### config.mk
export PLATFORM = sky130hd
export DESIGN_NAME = adder_tree_arbiter
export DESIGN_NICKNAME = d
export VERILOG_FILES = /design/src/rtl/adder_tree_arbiter.sv
export SDC_FILE = /design/constraint.sdc
export NUM_CORES = 1
export LEC_CHECK = 0
export BUFFER_PORTS_ARGS = -buffer_cell sky130_fd_sc_hd__buf_2
export CORE_AREA = 5 5 247 249
export CTS_CLUSTER_DIAMETER = 80
export CTS_CLUSTER_SIZE = 30
export DETAILED_ROUTE_END_ITERATION = 7
export DIE_AREA = 0 0 252 254
export PLACE_DENSITY = 0.42
export SLEW_MARGIN = 20
export SYNTH_ARGS = -nofsm -noshare
export SYNTH_HDL_FRONTEND = slang
export SYNTH_SLANG_ARGS = --single-unit
### constraint.sdc
create_clock -name clk -period 6.01 [get_ports clk]
set_input_delay 0.9015 -clock clk [delete_from_list [all_inputs] [get_ports clk]]
set_output_delay 0.9015 -clock clk [all_outputs]
set_load 0.005 [all_outputs]
### src/rtl/adder_tree_arbiter.sv
// Round-robin arbiter that shares one pipelined 8-input adder tree between NUM_REQ requesters.
// Issues are tagged, realigned with the returning sum and queued in a credit-protected FIFO.
module adder_tree_arbiter #(
    parameter int unsigned ADDER_WIDTH  = 15,
    parameter int unsigned NUM_REQ      = 4,
    parameter int unsigned TREE_LATENCY = 2,
    parameter int unsigned RESP_DEPTH   = 4
) (
    input  logic                             clk,
    input  logic                             rst,
    input  logic [NUM_REQ-1:0]               req_valid,
    output logic [NUM_REQ-1:0]               req_ready,
    input  logic [NUM_REQ*8*ADDER_WIDTH-1:0] req_data,
    output logic [8*ADDER_WIDTH-1:0]         tree_in,
    input  logic [ADDER_WIDTH+2:0]           tree_sum,
    output logic                             resp_valid,
    input  logic                             resp_ready,
    output logic [$clog2(NUM_REQ)-1:0]       resp_id,
    output logic [ADDER_WIDTH+2:0]           resp_sum,
    output logic                             busy
);

    localparam int unsigned IdW  = $clog2(NUM_REQ);
    localparam int unsigned SumW = ADDER_WIDTH + 3;
    localparam int unsigned SetW = 8 * ADDER_WIDTH;
    localparam int unsigned PtrW = (RESP_DEPTH > 1) ? $clog2(RESP_DEPTH) : 1;
    localparam int unsigned CntW = $clog2(RESP_DEPTH + 1);

    // Arbitration state
    logic [IdW-1:0]  ptr_q, ptr_d;
    logic [IdW-1:0]  winner;
    logic [IdW-1:0]  cand;
    logic            found;
    logic            issue;
    logic [SetW-1:0] win_data;
    logic [SetW-1:0] tree_in_q, tree_in_d;

    // Tag pipeline
    logic [TREE_LATENCY-1:0] tag_vld_q;
    logic [IdW-1:0]          tag_id_q [TREE_LATENCY];
    logic                    push;
    logic [IdW-1:0]          push_id;

    // Response FIFO and credits
    logic [IdW-1:0]  fifo_id_q  [RESP_DEPTH];
    logic [SumW-1:0] fifo_sum_q [RESP_DEPTH];
    logic [PtrW-1:0] head_q, head_d;
    logic [PtrW-1:0] tail_q, tail_d;
    logic [CntW-1:0] count_q, count_d;
    logic [CntW-1:0] credits_q, credits_d;
    logic [IdW-1:0]  last_id_q, last_id_d;
    logic [SumW-1:0] last_sum_q, last_sum_d;
    logic            pop;

    // Rotating priority search starting at the pointer.
    always_comb begin
        winner = '0;
        cand   = '0;
        found  = 1'b0;
        for (int unsigned i = 0; i < NUM_REQ; i++) begin
            cand = IdW'((32'(ptr_q) + i) % NUM_REQ);
            if (!found && req_valid[cand]) begin
                found  = 1'b1;
                winner = cand;
            end
        end
    end

    assign issue    = !rst && (credits_q != '0) && found;
    assign win_data = req_data[32'(winner)*SetW +: SetW];

    always_comb begin
        req_ready = '0;
        for (int unsigned i = 0; i < NUM_REQ; i++) begin
            req_ready[i] = issue && (winner == IdW'(i));
        end
    end

    always_comb begin
        ptr_d     = ptr_q;
        tree_in_d = tree_in_q;
        if (issue) begin
            ptr_d     = (winner == IdW'(NUM_REQ - 1)) ? '0 : winner + 1'b1;
            tree_in_d = win_data;
        end
    end

    // The tree captures tree_in at the issue edge, so drive the new set combinationally.
    assign tree_in = tree_in_d;

    assign push    = tag_vld_q[TREE_LATENCY-1];
    assign push_id = tag_id_q[TREE_LATENCY-1];

    assign resp_valid = (count_q != '0);
    assign pop        = resp_valid && resp_ready;
    assign resp_id    = resp_valid ? fifo_id_q[head_q]  : last_id_q;
    assign resp_sum   = resp_valid ? fifo_sum_q[head_q] : last_sum_q;
    assign busy       = (|tag_vld_q) || resp_valid;

    always_comb begin
        head_d     = head_q;
        tail_d     = tail_q;
        count_d    = count_q;
        credits_d  = credits_q;
        last_id_d  = last_id_q;
        last_sum_d = last_sum_q;
        if (pop) begin
            head_d     = (head_q == PtrW'(RESP_DEPTH - 1)) ? '0 : head_q + 1'b1;
            last_id_d  = fifo_id_q[head_q];
            last_sum_d = fifo_sum_q[head_q];
        end
        if (push) begin
            tail_d = (tail_q == PtrW'(RESP_DEPTH - 1)) ? '0 : tail_q + 1'b1;
        end
        case ({push, pop})
            2'b10:   count_d = count_q + 1'b1;
            2'b01:   count_d = count_q - 1'b1;
            default: count_d = count_q;
        endcase
        // Each credit covers one slot reserved from issue until the result is popped.
        case ({issue, pop})
            2'b10:   credits_d = credits_q - 1'b1;
            2'b01:   credits_d = credits_q + 1'b1;
            default: credits_d = credits_q;
        endcase
    end

    always_ff @(posedge clk) begin
        if (rst) begin
            ptr_q      <= '0;
            tree_in_q  <= '0;
            tag_vld_q  <= '0;
            for (int i = 0; i < TREE_LATENCY; i++) begin
                tag_id_q[i] <= '0;
            end
            head_q     <= '0;
            tail_q     <= '0;
            count_q    <= '0;
            credits_q  <= CntW'(RESP_DEPTH);
            last_id_q  <= '0;
            last_sum_q <= '0;
        end else begin
            ptr_q        <= ptr_d;
            tree_in_q    <= tree_in_d;
            tag_vld_q[0] <= issue;
            tag_id_q[0]  <= winner;
            for (int i = 1; i < TREE_LATENCY; i++) begin
                tag_vld_q[i] <= tag_vld_q[i-1];
                tag_id_q[i]  <= tag_id_q[i-1];
            end
            head_q     <= head_d;
            tail_q     <= tail_d;
            count_q    <= count_d;
            credits_q  <= credits_d;
            last_id_q  <= last_id_d;
            last_sum_q <= last_sum_d;
        end
    end

    // Storage only; occupancy is tracked by the reset-controlled pointers.
    always_ff @(posedge clk) begin
        if (push) begin
            fifo_id_q[tail_q]  <= push_id;
            fifo_sum_q[tail_q] <= tree_sum;
        end
    end

endmodule
## Word level (Yosys, flattened, before mapping)

Memories as Yosys holds them, arrays and structs flattened. A register that Yosys moved wholly into a read port is not among the register bits.
Cells that the tools add are included.

- Add/sub/neg operators: 10
- Multipliers: 1
- Order comparisons: 4
- Equal/unequal tests: 9
- Shifts and indexed selects: 1
- Muxes and demuxes: 35
- Bitwise gates (word level): 2
- Reduce and logical (&&, ||, !) cells: 21

Operators with widths:

| cell | count |
|---|---|
| 480-bit by 10-bit indexed part select with 120-bit output | 1 |
| 120-bit two-way mux | 1 |
| 2-bit two-way mux | 14 |
| 18-bit two-way mux | 1 |
| 1-bit two-way mux | 13 |
| 2-bit == test (second input constant) | 6 |
| 2-bit by 3-bit less-than comparator with 1-bit output (second input constant) | 4 |
| 3-bit case mux with 2 select lines | 2 |
| 1-bit logical AND | 10 |
| 2-bit by 1-bit adder with 2-bit output (second input constant) | 4 |
| 1-bit binary-select mux with 2-bit select | 4 |
| 3-bit by 1-bit adder with 3-bit output (second input constant) | 2 |
| 2-bit by 1-bit == test with 1-bit output (second input constant) | 3 |
| 2-bit by 4-bit multiplier with 6-bit output (second input constant) | 1 |
| 3-bit nonzero test | 2 |
| 3-bit by 1-bit subtractor with 3-bit output (second input constant) | 2 |
| 2-bit adder (second input constant) | 2 |
| 1-bit logical NOT | 4 |
| 2-bit nonzero test | 2 |
| 2-bit logical NOT | 1 |
| 1-bit OR | 2 |
| 2-bit OR reduction | 1 |
| 1-bit logical OR | 1 |

- Flip-flop bits (word level): 154
- Memory bits (writable): 84
- Memories: 3

Memories:

| memory | words | bits a word | read ports | clocked after memory_dff | write ports | line | source |
|---|---|---|---|---|---|---|---|
| fifo_sum_q | 4 | 18 | 1 | 1 | 1 | 46 | `logic [SumW-1:0] fifo_sum_q [RESP_DEPTH];` |
| fifo_id_q | 4 | 2 | 1 | 1 | 1 | 45 | `logic [IdW-1:0] fifo_id_q [RESP_DEPTH];` |
| tag_id_q | 2 | 2 | 2 | 0 | 2 | 40 | `logic [IdW-1:0] tag_id_q [TREE_LATENCY];` |

## Longest topological paths before layout

Gate-level depths: netlist (run 1).

- Depth after elaboration: 15
- Depth in mapped cells: 11

## Worst setup path after synthesis (run 1)

Ideal clock, no wire load.

- Path kind: input to register
- Start point: input port req_valid[3]
- End point: register credits_q[2]
- Library setup time: 0.132 ns
- Arrival time: 3.069 ns
- Path slack: 2.808 ns
- Stages on the path: 11
- Cells stage by stage: nor2_1 > a211oi_2 > buf_2 > inv_2 > clkbuf_1 > ha_1 > inv_1 > fa_1 > xor2_1 > o21ai_0 > or3b_2

- Longest elaborated chain between the ends: 15
- Elaborated cells on any way between the ends: 23

Ends and longest elaborated chain:

| element | line | source |
|---|---|---|
| start: declaration | 11 | `input logic [NUM_REQ-1:0] req_valid,` |
| 1-bit binary-select mux with 2-bit select | 62 | `if (!found && req_valid[cand]) begin` |
| 1-bit two-way mux (not written as such) | 62 |  |
| 1-bit two-way mux | 62 |  |
| 1-bit logical NOT | 62 |  |
| 1-bit logical AND | 62 |  |
| 1-bit two-way mux | 62 |  |
| 1-bit logical NOT | 62 |  |
| 1-bit logical AND | 62 |  |
| 1-bit two-way mux | 62 |  |
| 1-bit logical NOT | 62 |  |
| 1-bit logical AND | 62 |  |
| 1-bit two-way mux (*) | 62 |  |
| 1-bit logical AND (*) | 69 | `assign issue = !rst && (credits_q != '0) && found;` |
| 2-bit by 1-bit == test with 1-bit output or 2-bit == test (tied branches) | 121 | `case ({issue, pop})` |
| 3-bit case mux with 2 select lines or 2-bit nonzero test (tied branches) | -- |  |
| end signal: assignment | 139 | `credits_q <= CntW'(RESP_DEPTH);` |
| end signal: assignment | 154 | `credits_q <= credits_d;` |
| end: declaration | 50 | `logic [CntW-1:0] credits_q, credits_d;` |

Every way passes the cells marked *; elsewhere a longest branch is shown, timed or not. The select of a mux whose other input is x is not followed.
A chain may end at the register's enable or synchronous reset.

## Final worst setup path (run 1)

- Start point: register ptr_q[0]
- End point: output port tree_in[1]

- Longest elaborated chain between the ends: 15
- Elaborated cells on any way between the ends: 29

Ends and longest elaborated chain:

| element | line | source |
|---|---|---|
| start: declaration | 30 | `logic [IdW-1:0] ptr_q, ptr_d;` |
| start signal: assignment | 143 | `ptr_q <= ptr_d;` |
| branches (longest 14 deep; another with 2-bit by 4-bit multiplier with 6-bit output) | -- |  |
| 120-bit two-way mux (*) | 82 | `if (issue) begin` |
| end: declaration | 14 | `output logic [8*ADDER_WIDTH-1:0] tree_in,` |

Mark *: on every way between the ends. The select of a mux whose other input is x is not followed.

==> results of run 1 <==
[area by class of cell]
type | count | area, um2
diodes | 11 | 27.5
clock buffers | 27 | 654
clock inverters | 17 | 215
fillers | 6145 | 40400
inverters | 13 | 51.3
multi-input cells | 901 | 6940
flip-flops and latches | 240 | 5610
well taps | 773 | 967
repair buffers | 682 | 3610
[per-stage QoR]
stage | setup slack (ps) | instance area, um2 | utilization (%)
finish | 1460 | 18100 | 30.9
CTS | 1230 | 18000 | 30.9
detailed placement | 1300 | 17200 | 29.4
floorplan | 2810 | 13200 | -
global placement | 1290 | 17200 | 29.4
global route | 1260 | 18100 | 30.9
[kinds of logic after synthesis]
| group | after synthesis | share of synthesized area, % |
|---|---|---|
| AND/OR/NAND/NOR | 324 | 9.71 |
| multiplexers | 282 | 23.5 |
| AO/OA/AOI/OAI | 278 | 17.5 |
| flip-flops | 240 | 42.5 |
| buffers and inverters | 135 | 5.12 |
| adder cells (fa/ha/maj) | 13 | 1.35 |
| XOR/XNOR | 4 | 0.266 |
[Yosys cell counts, types with 7 or more instances]
master / instances / share of area, %
ha_1: 11 / 1.0
buf_1: 7 / 0.20
a21oi_1: 29 / 1.1
edfxtp_1: 80 / 18
and2_1: 8 / 0.38
buf_4: 8 / 0.46
buf_2: 38 / 1.4
o221ai_1: 240 / 16
mux4_2: 20 / 3.4
mux2i_1: 242 / 18
mux2_2: 20 / 1.7
clkbuf_1: 57 / 1.6
inv_1: 12 / 0.34
nor2_1: 12 / 0.34
dfxtp_1: 160 / 24
buf_6: 12 / 1.0
nand2_1: 286 / 8.1
[path summary, 6_finish.rpt]
path / start / end / slack (ps) / depth (start not counted)
max: ptr_q[0] / tree_in[1] / 1460 / 7
min: tag_id_q[0][1] / tag_id_q[0][3] / 450 / 1
min reg2reg: tag_id_q[0][1] / tag_id_q[0][3] / 450 / 1
max reg2reg: credits_q[0] / credits_q[2] / 2860 / 11
[flip-flops by register name, summed over array words and instances, names as in the netlist, 3 cells and up, named ones only]
register / flops
count_q: 3
credits_q: 3
fifo_id_q: 8
fifo_sum_q: 72
last_sum_q: 18
tag_id_q: 4
tree_in_q: 120
[routing by layer]
layer	part of all wire, %	wire length [um]
met3	5.9	3920
met4	2.8	1840
met2	50	33400
met5	0.071	47
met1	41	27200
[placed cells by master (no fill, tap or decap), types with 2 or more instances in the layout]
master / Yosys / layout
edfxtp_1: 80 / 80
dfxtp_1: 160 / 160
nor3_1: 4 / 4
diode_2: 0 / 11
mux2_2: 20 / 20
buf_12: 0 / 9
inv_6: 0 / 4
o21ai_0: 4 / 4
inv_12: 0 / 4
buf_4: 8 / 23
clkinv_8: 0 / 4
a21oi_1: 29 / 29
nor2_1: 12 / 11
or3_1: 3 / 3
nand2_1: 286 / 285
o221ai_1: 240 / 240
inv_1: 12 / 12
nor2b_1: 4 / 4
nand2b_1: 4 / 3
mux2i_1: 242 / 242
ha_1: 11 / 11
mux4_2: 20 / 20
clkbuf_16: 0 / 26
and2_1: 8 / 8
xor2_1: 4 / 4
clkinv_4: 0 / 2
fa_1: 2 / 2
buf_2: 38 / 650
[critical path, stage by stage (launching register included)]
cell,delay [ps]
dfxtp_1,440
nand2b_1,150
a21oi_1,110
a211oi_4,720
buf_4,510
mux2i_1,760
o221ai_1,180
buf_2,190
[power groups by stage]
| stage | sequential [mW] | clock [mW] | combinational [mW] |
|---|---|---|---|
| CTS | 2.38 | 1.74 | 3.93 |
| global placement | 2.40 | 0 | 3.87 |
| finish | 2.38 | 1.66 | 3.85 |
| detailed placement | 2.41 | 0 | 3.92 |
| floorplan | 2.35 | 0 | 2.28 |
| global route | 2.44 | 1.79 | 4.16 |
==> flow_summary.json, run 1 <==
{
  "power.switching_mw": 3.31,
  "grt_most_used_layer": "met2",
  "synth_area_per_cell_um2": 10.3,
  "ys_async_sr_fraction_pct": 0,
  "use_met3_pct": 4.09,
  "cts.sinks": 240,
  "power_frac_comb_pct": 48.8,
  "fin_skew_ps": 17.0,
  "wl_per_cell_um": 24.9,
  "grtUsageMet2_pct": 33.1,
  "finalNetCount": 2380,
  "worstPathArrival_ps": 3650,
  "setup.worst_path.start_class": "flip-flop",
  "pin_count": 651,
  "syn_inst": 1276,
  "place_inst": 2609,
  "grt.total_usage_pct": 19.3,
  "design.die.area_mm2": 0.0640,
  "initial_core_util_pct": 22.6,
  "status": "completed",
  "clock.fmax_mhz": 220,
  "cts.htree.levels": 1,
  "synth_cell_type_count": 33,
  "grt_max_degree": 75,
  "core_area_mm2": 0.0585,
  "power_mw": 7.90,
  "hp-class": "reg -> reg",
  "leakage_nw": 7.95,
  "grt_overflow": 0,
  "io_buffers": 650,
  "routed_via_density": 4.98,
  "worst_pin_slew_ps": 1090,
  "cts_buffers": 24,
  "min_period_ps": 4550,
  "slew_headroom_pct": 27.5,
  "root_buffer": "clkbuf_16",
  "max_cap_violations": 0,
  "p_seq_share_pct": 30.2,
  "synth-seq-area-share_pct": 42.5,
  "num_vias": 13300,
  "ir_worst_vdd_mv": 0.243,
  "clk_latency_ps": 540,
  "drt_iter0_markers": 839,
  "required_ps": 5110,
  "clkPwrFrac_pct": 21.0,
  "firstDrtPassIters": 5,
  "crit_path_end_kind": "output pin",
  "grt_use_met1_pct": 24.5,
  "synth_edf_count": 80,
  "syn_area_mm2": 0.0132,
  "wirelength_um": 66300,
  "grt_pass1_vias": 13300,
  "instances_no_fill": 2664,
  "clk_path_buf_depth": 3,
  "dp.final_hpwl_um": 52700,
  "drive_gt1_share_pct": 41.1,
  "die_w_um": 252,
  "antenna_found_initial": 15,
  "rsz0062_at_grt": "no",
  "setup_tns_ps": 0,
  "syn_to_final_growth_pct": 37.0,
  "cp_max_fo": 24,
  "hold_violations": 0,
  "power.internal_mw": 4.59,
  "period_share_pct": 75.8,
  "postCtsSetupRepairBufs": 0,
  "synth_nets": 1794,
  "slew_violations": 0,
  "synth-seq-cells": 240,
  "ys.flop_type": "dfxtp_1",
  "grt_pass1_wl_um": 92200,
  "drc": 0,
  "yosysWarnings": 0,
  "hold_buffers": 0,
  "switching_share_pct": 41.9,
  "holdWs_ps": 447,
  "ant_nets": 0,
  "die_y_um": 254,
  "cts_tree": "yes",
  "powerDensity_mw_per_mm2": 437,
  "crit_type": "reg -> out",
  "clkSlewWorstSetupHoldPaths_ps": 80,
  "globalplace.congestion": 0.967,
  "ctsResizeCount": 0,
  "num_rows": 89,
  "setup_violations": 0
}
No activity file was read; power rests on OpenSTA's default activity.
==> inputs of run 2 (changes only) <==
==> constraint.sdc (replaced) <==
create_clock -name clk -period 4.45 [get_ports clk]
set_input_delay 0.6675 -clock clk [delete_from_list [all_inputs] [get_ports clk]]
set_output_delay 0.6675 -clock clk [all_outputs]
set_load 0.005 [all_outputs]
==> run 2 against run 1 <==
Effect of this change:
- via count is 0.25% lower
- sequential share of layout area is 0.098 points lower
- critical path depth is 1 higher
- clock power is 23% higher
- design area is 0.32% higher
- flip-flop and latch count stayed put
- final cell count is 0.60% higher
- power is 34% higher
- register-to-register slack worse by 1100 ps
- setup slack worse by 890 ps
- core utilization is 0.098 points higher
- non-clock buffer count is 24 higher
- critical path type unchanged
==> flow_summary.json, run 2 (synthesis results as in run 1) <==
{
  "reg_top3": "tree_in_q (120), fifo_sum_q (72), last_sum_q (18)",
  "ctsResizeCount": 0,
  "design.die.area_mm2": 0.0640,
  "clk_path_buf_depth": 3,
  "powerDensity_mw_per_mm2": 584,
  "hp-class": "in -> reg",
  "finalNetCount": 2403,
  "grt_pass1_vias": 13100,
  "num_rows": 89,
  "slew_violations": 0,
  "grt_pass1_wl_um": 90400,
  "cts_buffers": 23,
  "io_buffers": 650,
  "holdWs_ps": 347,
  "power_mw": 10.6,
  "clkSlewWorstSetupHoldPaths_ps": 80,
  "clk_latency_ps": 540,
  "postCtsSetupRepairBufs": 0,
  "drt_iter0_markers": 976,
  "num_vias": 13200,
  "rsz0062_at_grt": "no",
  "core_area_mm2": 0.0585,
  "cts_tree": "yes",
  "grt_max_degree": 107,
  "drive_gt1_share_pct": 41.8,
  "setup.worst_path.start_class": "flip-flop",
  "dp.final_hpwl_um": 52600,
  "crit_type": "reg -> out",
  "leakage_nw": 8.02,
  "root_buffer": "clkbuf_16",
  "period_share_pct": 87.3,
  "worstPathArrival_ps": 3220,
  "globalplace.congestion": 1.01,
  "routed_via_density": 4.93,
  "setup_tns_ps": 0,
  "wl_per_cell_um": 24.6,
  "crit_path_end_kind": "output pin",
  "layout_commonest_cell": "buf_2",
  "setup_violations": 0,
  "timing.hold.worst.start": "tree_sum[9]",
  "worst_pin_slew_ps": 875,
  "largest_reg_flops": 120,
  "pin_count": 651,
  "die_y_um": 254,
  "ant_nets": 0,
  "wirelength_um": 65800,
  "antenna_found_initial": 14,
  "largest_register": "tree_in_q",
  "slew_headroom_pct": 41.6,
  "grt_overflow": 0,
  "ir_worst_vdd_mv": 0.236,
  "die_w_um": 252,
  "fin_skew_ps": 22.4,
  "drc": 0,
  "cts.sinks": 240,
  "clock.fmax_mhz": 257,
  "initial_core_util_pct": 22.6,
  "grt.total_usage_pct": 18.9,
  "cp_max_fo": 39,
  "cts.htree.levels": 1,
  "firstDrtPassIters": 5,
  "fillCellCount": 6154,
  "r2r-start": "ptr_q[0]",
  "post-route-util_pct": 31.0,
  "required_ps": 3780,
  "max_cap_violations": 0,
  "min_period_ps": 3880,
  "syn_to_final_growth_pct": 37.5,
  "hold_buffers": 0,
  "critPathLaunch": "ptr_q[0]",
  "hold_violations": 0,
  "mostFrequentLayoutCells": "buf_2 (650), nand2_1 (285), mux2i_1 (242), o221ai_1 (240), dfxtp_1 (160)",
  "status": "completed"
}
-- run 2: worst paths after layout --
path,endpoint,slack (ps),cells past startpoint
min reg2reg,tag_id_q[0][3],440,1
max,tree_in[109],570,8
max reg2reg,tree_in_q[109],1800,7
min,fifo_sum_q[2][9],350,1
-- run 2: power by group --
group | total (mW) | switching [mW] | internal, mW
logic | 5.31 | 3.06 | 2.25
registers | 3.23 | 0.333 | 2.90
clock network | 2.05 | 1.01 | 1.04
total | 10.6 | 4.40 | 6.19
-- run 2: per-stage QoR --
| step | area (um2) | setup WS (ps) | instances |
|---|---|---|---|
| after detailed placement | 17300 | 774 | 2633 |
| after global routing | 18100 | 406 | 2678 |
| after CTS | 18100 | 554 | 2674 |
| final | 18100 | 566 | 2680 |
| after floorplan | 13200 | 1480 | 1276 |
| after global placement | 17300 | 740 | 2633 |
-- run 2: cell type report --
type                    instances  area, um2  area share (%)
well taps                     773        967            5.34
inverters                      13       51.3           0.283
flip-flops and latches        240       5610            30.9
diodes                          6       15.0          0.0828
multi-input cells             901       6940            38.3
clock buffers                  28        626            3.45
clock inverters                13        134           0.739
repair buffers                706       3790            20.9
-- run 2: critical path, cell delays in order (launching register included) --
cell and delay (ps):
dfxtp_1 400, nand2b_1 140, a21oi_1 120, a211oi_4 280
buf_12 250, buf_12 290, mux2i_1 740, o221ai_1 230
buf_2 180
-- run 2: metal layers --
layer | GRT usage (%) | vias to the layer above | wire (um)
met5 | 0 | - | 27
met1 | 24.4 | 6480 | 27000
met2 | 32.8 | 517 | 32900
met4 | 4.47 | 4 | 1510
li1 | - | 6149 | -
met3 | 3.68 | 75 | 4320
==> inputs of run 3 (changes only) <==
--- a/config.mk
+++ b/config.mk
@@ -6,12 +6,12 @@
 export NUM_CORES = 1
 export LEC_CHECK = 0
 export BUFFER_PORTS_ARGS = -buffer_cell sky130_fd_sc_hd__buf_2
-export CORE_AREA = 5 5 247 249
+export CORE_AREA = 5 5 252 254
 export CTS_CLUSTER_DIAMETER = 80
 export CTS_CLUSTER_SIZE = 30
 export DETAILED_ROUTE_END_ITERATION = 7
-export DIE_AREA = 0 0 252 254
-export PLACE_DENSITY = 0.42
+export DIE_AREA = 0 0 257 259
+export PLACE_DENSITY = 0.41
 export SLEW_MARGIN = 20
 export SYNTH_ARGS = -nofsm -noshare
 export SYNTH_HDL_FRONTEND = slang
==> run 3 against run 2 <==
Effect of this change:
- hold slack worse by 25 ps
- wire length is 0.81% higher
- fmax grew 1.2%
- flip-flop and latch count stayed put
- combinational power decreased by 2%
- clock-buffer cell count down 4
- non-clock buffer count decreased by 7
- final cell count is 0.45% higher
- critical path depth is 1 higher
- largest power group unchanged
==> flow_summary.json, run 3 (synthesis results as in run 1) <==
{
  "powerDensity_mw_per_mm2": 582,
  "num_rows": 91,
  "crit_type": "reg -> out",
  "crit_path_frequent_cell": "buf_12",
  "max_cap_violations": 0,
  "min_period_ps": 3840,
  "hold_buffers": 0,
  "cpLargestDelayFamily": "buffers and inverters",
  "largest_reg_flops": 120,
  "initial_core_util_pct": 21.6,
  "whs_path_depth": 1,
  "design.die.area_mm2": 0.0666,
  "path_cells": "nand2b_1 -> a21oi_1 -> a211oi_4 -> buf_12 -> buf_12 -> mux2i_1 -> buf_4 -> o221ai_1 -> buf_2",
  "drc": 0,
  "ir_worst_vdd_mv": 0.223,
  "slew_headroom_pct": 37.5,
  "layout_commonest_cell": "buf_2",
  "postCtsSetupRepairBufs": 0,
  "grt_max_degree": 149,
  "clk_latency_ps": 550,
  "setup_tns_ps": 0,
  "cts_buffers": 23,
  "hold_end": "fifo_sum_q[2][4]",
  "timing.hold.worst.start": "tree_sum[4]",
  "drt_iter0_markers": 958,
  "worst_pin_slew_ps": 938,
  "root_buffer": "clkbuf_16",
  "firstDrtPassIters": 5,
  "clk_path_buf_depth": 3,
  "slowest_delay_ps": 420,
  "worst-path-buf-inv": 4,
  "num_vias": 13200,
  "reg_top3": "tree_in_q (120), fifo_sum_q (72), last_sum_q (18)",
  "grt_pass1_wl_um": 92500,
  "leakage_nw": 7.99,
  "slew_violations": 0,
  "r2r-start": "credits_q[0]",
  "grt.total_usage_pct": 18.6,
  "wirelength_um": 66400,
  "clkSlewWorstSetupHoldPaths_ps": 110,
  "status": "completed",
  "syn_to_final_growth_pct": 37.7,
  "instances_no_fill": 2692,
  "place_inst": 2643,
  "crit_path_end_kind": "output pin",
  "die_w_um": 257,
  "hp-class": "in -> reg",
  "cts_tree": "yes",
  "period_share_pct": 86.2,
  "cts.htree.levels": 1,
  "routed_via_density": 4.92,
  "ctsResizeCount": 0,
  "grt_overflow": 0,
  "dp.final_hpwl_um": 52500,
  "r2r_end": "credits_q[2]",
  "mostFrequentLayoutCells": "buf_2 (650), nand2_1 (285), mux2i_1 (242), o221ai_1 (240), dfxtp_1 (160)",
  "required_ps": 3780,
  "die_y_um": 259,
  "drive_gt1_share_pct": 41.5,
  "cts.sinks": 240,
  "fin_skew_ps": 32.3,
  "reg2reg_depth": 10,
  "globalplace.congestion": 0.945,
  "pin_count": 651,
  "grt_pass1_vias": 13100,
  "clock.fmax_mhz": 261,
  "hold_violations": 0,
  "wl_per_cell_um": 24.7,
  "largest_register": "tree_in_q",
  "setup.worst_path.start_class": "flip-flop",
  "r2r_slack_ps": 1680,
  "rsz0062_at_grt": "no",
  "worstPathArrival_ps": 3170,
  "cp_max_fo": 53,
  "slowest_stage": "dfxtp_1",
  "setup_violations": 0,
  "core_area_mm2": 0.0610,
  "antenna_found_initial": 16,
  "io_buffers": 650,
  "ant_nets": 0,
  "finalNetCount": 2396
}
==> run 3: changes by cell type in the layout (fill, tap and decap cells not counted), moves of 2 or more <==
cell / before / now
buf_4: 47 / 42
clkinv_16: 0 / 4
diode_2: 6 / 10
clkbuf_8: 3 / 0
buf_12: 9 / 7
clkinv_8: 3 / 1
inv_6: 4 / 2
==> run 3: per-layer routing <==
layer | GRT usage (%) | routed length [um] | share of wire, %
met1 | 23.4 | 26700 | 40
met2 | 32.8 | 33700 | 51
met3 | 3.46 | 3960 | 6.0
met4 | 4.86 | 2010 | 3.0
met5 | 0 | 27 | 0.041
==> run 3: power breakdown <==
group          internal [mW]  switching (mW)  leakage, nW  total (mW)
Clock                   1.09            1.08        0.388        2.17
Sequential              2.90           0.316         2.06        3.21
Combinational           2.19            2.99         5.55        5.18
Total                   6.18            4.39         7.99        10.6
==> run 3: metrics by stage <==
stage | utilization, % | area [um2] | setup slack, ps | hold WS (ps) | total power [mW]
final | 29.7 | 18200 | 612 | 322 | 10.6
after global routing | 29.7 | 18100 | 474 | 283 | 11.2
after CTS | 29.7 | 18100 | 576 | 282 | 10.8
after detailed placement | 28.3 | 17300 | 846 | 434 | 8.52
after global placement | 28.3 | 17300 | 808 | 437 | 8.46
after floorplan | - | 13200 | 1480 | 414 | 6.26
==> run 3: worst max path at each step <==
stage / to / start / slack (ps) / cells past startpoint
2_1_floorplan: credits_q[2] / req_valid[3] / 1480 / 11
5_1_grt: tree_in[67] / ptr_q[0] / 470 / 9
4_1_cts: tree_in[38] / ptr_q[1] / 580 / 8
6_report: tree_in[67] / ptr_q[0] / 610 / 9
3_5_place_dp: tree_in[67] / req_valid[2] / 850 / 10
3_3_place_gp: tree_in[67] / req_valid[2] / 810 / 10
==> run 3: area by class of cell <==
| class | count | area, um2 |
|---|---|---|
| diodes | 10 | 25.0 |
| clock buffers | 24 | 579 |
| clock inverters | 15 | 255 |
| fillers | 6507 | 42900 |
| inverters | 13 | 51.3 |
| multi-input cells | 901 | 6940 |
| flip-flops and latches | 240 | 5610 |
| well taps | 790 | 988 |
| repair buffers | 699 | 3710 |
